$ cat config.mk
export PLATFORM = sky130hd
export DESIGN_NAME = axis_rr_arbiter
export DESIGN_NICKNAME = d
export VERILOG_FILES = /design/src/rtl/axis_rr_arbiter.sv
export SDC_FILE = /design/constraint.sdc
export NUM_CORES = 1
export LEC_CHECK = 0
export BUFFER_PORTS_ARGS = -buffer_cell sky130_fd_sc_hd__buf_2
export CORE_MARGIN = 1.5
export CORE_UTILIZATION = 35
export DETAILED_ROUTE_END_ITERATION = 8
export PLACE_DENSITY_LB_ADDON = 0.15
export SLEW_MARGIN = 15
export SYNTH_ARGS = -nofsm -noshare
export SYNTH_HDL_FRONTEND = slang
export SYNTH_SLANG_ARGS = --single-unit
$ cat constraint.sdc
create_clock -name clk -period 3.6 [get_ports clk]
set_input_delay 0.72 -clock clk [delete_from_list [all_inputs] [get_ports clk]]
set_output_delay 0.72 -clock clk [all_outputs]
set_load 0.05 [all_outputs]
$ cat src/rtl/axis_rr_arbiter.sv
// axis_rr_arbiter: round-robin packet arbiter merging N AXI-Stream sources into one registered output.
// Define AXIS_ARB_TID_EN to add the m_tid output carrying the source index of each beat.
module axis_rr_arbiter #(
  parameter int dw = 8,
  parameter int N = 4,
  localparam int IW = $clog2(N)
) (
  input  logic            clk,
  input  logic            rstn,
  input  logic [N*dw-1:0] s_tdata,
  input  logic [N-1:0]    s_tvalid,
  input  logic [N-1:0]    s_tlast,
  output logic [N-1:0]    s_tready,
  output logic [dw-1:0]   m_tdata,
  output logic            m_tvalid,
  output logic            m_tlast,
  input  logic            m_tready,
  output logic [N-1:0]    grant,
  output logic            busy
`ifdef AXIS_ARB_TID_EN
  ,
  output logic [IW-1:0]   m_tid
`endif
);
  typedef enum logic {IDLE, PASS} state_t;
  state_t state_q, state_d;
  logic [IW-1:0] own_q, own_d, win, c;
  logic [dw-1:0] tdata_q, tdata_d, sel_data;
  logic tvalid_q, tvalid_d, tlast_q, tlast_d;
  logic room, acc, last_beat, found;
  // own_q is the current owner in PASS and doubles as the previous owner in IDLE
  always_comb begin
    win = own_q;
    found = 1'b0;
    c = own_q;
    for (int k = 1; k <= N; k++) begin
      c = IW'((int'(own_q) + k) % N);
      if (!found && s_tvalid[c]) begin
        win = c;
        found = 1'b1;
      end
    end
  end
  always_comb begin
    grant = '0;
    sel_data = '0;
    for (int i = 0; i < N; i++) begin
      grant[i] = state_q == PASS && own_q == IW'(i);
      if (own_q == IW'(i)) sel_data = s_tdata[i*dw +: dw];
    end
  end
  assign room = !tvalid_q || m_tready;
  assign s_tready = room ? grant : '0;
  assign acc = |(s_tvalid & s_tready);
  assign last_beat = |(s_tlast & grant);
  assign busy = state_q == PASS;
  assign m_tdata = tdata_q;
  assign m_tvalid = tvalid_q;
  assign m_tlast = tlast_q;
  always_comb begin
    state_d = state_q == IDLE ? (|s_tvalid ? PASS : IDLE) : (acc && last_beat ? IDLE : PASS);
    own_d = state_q == IDLE && |s_tvalid ? win : own_q;
    tdata_d = acc ? sel_data : tdata_q;
    tlast_d = acc ? last_beat : tlast_q;
    tvalid_d = acc || (tvalid_q && !m_tready);
  end
  always_ff @(posedge clk) begin
    if (!rstn) begin
      state_q <= IDLE;
      own_q <= IW'(N-1);
      tdata_q <= '0;
      tvalid_q <= 1'b0;
      tlast_q <= 1'b0;
    end else begin
      state_q <= state_d;
      own_q <= own_d;
      tdata_q <= tdata_d;
      tvalid_q <= tvalid_d;
      tlast_q <= tlast_d;
    end
  end
`ifdef AXIS_ARB_TID_EN
  logic [IW-1:0] tid_q;
  assign m_tid = tid_q;
  always_ff @(posedge clk) begin
    if (!rstn) tid_q <= '0;
    else if (acc) tid_q <= own_q;
  end
`endif
endmodule

==> impl_results.md <==
- Worst slew margin: 56.62%
- Final hold viol count: 0
- # Max-Cap Violations: 0
- Syn nets: 178
- Initial DRC count: 87
- Antenna diode count: 0
- Async SR Flop Fraction: 0%
- Setup TNS: 0 ns
- Peak supply drop: 0.0002900 V
- R2R setup slack: 1.36 ns
- IO Count: 62
- Synth Instances: 130
- Setup Crit Path Kind: reg -> out
- Core region area: 0.002805 mm^2
- Crit-path max FO: 20
- Rows: 19
- Area Overhead vs Synth: 31.86%
- Routed Antenna Nets: 0
- Leakage power: 0.7000 nW
- Die width: 57.64 um
- TritonCTS Sinks: 13
- Synthesized area per cell: 8.037 um^2
- Vias in the first global route: 1090
- Min Clock Period, post-route: 2.674 ns
- Global-route wire length before repair: 4685 um
- Worst-margin pin slew: 0.6447 ns
- Type of origin of the critical path: register
- Register bit count reported by yosys: 13
- CTS resizes: 0
- Die height: 57.64 um
- Outcome: finished with violations
- Place WS: 1.232 ns
- Setup Skew: 0.006671 ns
- Worst EP required: 2.88 ns
- Via density: 5.454
- Initial antenna violation count: 0
- FMAX: 374.0 MHz
- Register area share after synthesis: 24.91%
- Synthesis Warnings: 0
- Share of layout cells above drive strength 1: 37.30%
- Routed length per placed instance: 13.59 um
- Initial Utilization: 37.24%
- Final WS setup: 0.9259 ns
- Number of synthesized flops with an enable pin: 0
- Failing checks: design-rule violations
- # setup viols final: 0
- Die area: 0.003322 mm^2
- Overall Power: 907.0 uW
- Routability cong.: 0.8065
- Grt total ovfl: 0
- Post-CTS Repair Setup Buffers: 0
- Distinct cells, synth: 36
- Number of nets in the layout: 234
- Final period utilization: 74.28%
- Synthesized cell area: 0.001045 mm^2
- RSZ-0062 raised after global routing: no
- Hold-fix buffers, CTS: 0
- Largest net degree at the start of global routing: 21
- Crit end category: output port
- Crit path DAT: 1.95 ns
- Slew Limit Fails: 0
- Most used DFF post-synth: dfxtp_1
- Via count: 1178
- CTS Buf Count: 3
- CTS tree: yes
- First-pass DRT Iterations: 6
- H-tree depth: 1
- Root Buffer Master: clkbuf_4
- DP HPWL: 2295 um
- Clock transition at the registers of the reported paths: 0.08 ns
- Port Buffers: 61
- Residual DRC: 6
- Power per cell area: 658.4 mW/mm^2
- GRT Overall Usage: 18.19%
- CTS Buffer Depth: 2
- Worst skew pair latency: 0.28 ns
- Hold Crit Class: reg -> reg
- Drt total wl: 2936 um
-- per-layer routing --
| metal | up-vias | track usage, % | routed length (um) |
|---|---|---|---|
| li1 | 600 | - | - |
| met1 | 526 | 20.95 | 1207 |
| met2 | 48 | 33.93 | 1500 |
| met3 | 4 | 3.571 | 198 |
| met4 | 0 | 4.983 | 30 |
| met5 | - | 0 | 0 |
-- power breakdown --
part	total, mW	switching, mW	leakage (nW)	internal, mW
Clock	0.0906	0.0477	0.0150	0.0429
Combinational	0.600	0.381	0.578	0.219
Sequential	0.217	0.0387	0.107	0.178
Total	0.907	0.468	0.700	0.439
-- worst paths after layout --
check / from / end / cells past startpoint
worst max-delay path: own_q[0] / grant[2] / 4
worst min-delay path: m_tlast / m_tlast / 2
worst max register to register: own_q[0] / busy / 7
worst min register to register: m_tlast / m_tlast / 2
-- registers in the layout, indices dropped and copies added, names as in the netlist --
name / flops
own_q: 2
m_tlast: 1
busy: 1
m_tdata: 8
m_tvalid: 1
-- cells by family after synthesis --
| family | Yosys count | synth area share, % |
|---|---|---|
| buffers and inverters | 23 | 9.101 |
| AND/OR/NAND/NOR | 37 | 19.04 |
| adder cells (fa/ha/maj) | 5 | 5.988 |
| AO/OA/AOI/OAI | 48 | 32.82 |
| flip-flops | 13 | 24.91 |
| multiplexers | 4 | 8.144 |
-- critical path, stage by stage (launching register included) --
cell and delay [ns]:
dfxtp_1 0.59, inv_1 0.17, ha_1 0.45, and2_1 0.26, buf_2 0.20
-- cell usage in the layout, fill, tap and decap left out, types with 2 or more instances in the layout --
master,synthesis,final
o21ai_0,9,9
a31oi_1,8,8
dfxtp_1,13,13
ha_1,5,5
nor2_1,5,5
a221oi_1,7,7
mux4_1,2,2
and2_1,8,8
nor4_1,3,3
buf_2,1,61
clkbuf_4,0,3
inv_1,12,12
a21oi_1,3,3
a211o_1,9,9
nand2_1,10,10
a211oi_1,3,2
nor2b_1,2,2
a22oi_1,4,4
-- cell usage after synthesis, drive strengths merged (2+ instances only) --
| cell type | number | area [um^2] |
|---|---|---|
| and2 | 8 | 50.05 |
| a221oi | 7 | 61.31 |
| a211oi | 3 | 22.52 |
| a22oi | 4 | 30.03 |
| clkbuf | 8 | 30.03 |
| inv | 12 | 45.04 |
| nor2 | 5 | 18.77 |
| a211o | 9 | 78.83 |
| nor2b | 2 | 12.51 |
| buf | 3 | 20.01 |
| nor4 | 3 | 18.77 |
| ha | 5 | 62.56 |
| dfxtp | 13 | 260.3 |
| a21oi | 3 | 15.01 |
| nand2 | 10 | 37.54 |
| mux4 | 3 | 75.07 |
| o21ai | 10 | 53.80 |
| a31oi | 8 | 50.05 |
-- area by class of cell --
class                      count  area (um^2)
fill                         287         1428
multi-input combinational     94        694.4
timing repair buffer          62        312.8
sequential                    13        260.3
inverter                      12        45.04
tap                           31        38.79
clock buffer                   4        26.28
-- per-stage QoR --
| stage | util (%) | hold slack [ns] | std cells | cell area, um^2 |
|---|---|---|---|---|
| finish | 49.11 | 0.4795 | 216 | 1378 |
| global route | 49.11 | 0.5131 | 216 | 1378 |
| CTS | 49.11 | 0.4863 | 216 | 1378 |
| detailed placement | 48.17 | 0.4729 | 212 | 1351 |
| global placement | 48.17 | 0.4618 | 212 | 1351 |
| floorplan | - | 0.5977 | 130 | 1045 |
No activity file was read; power rests on OpenSTA's default activity.
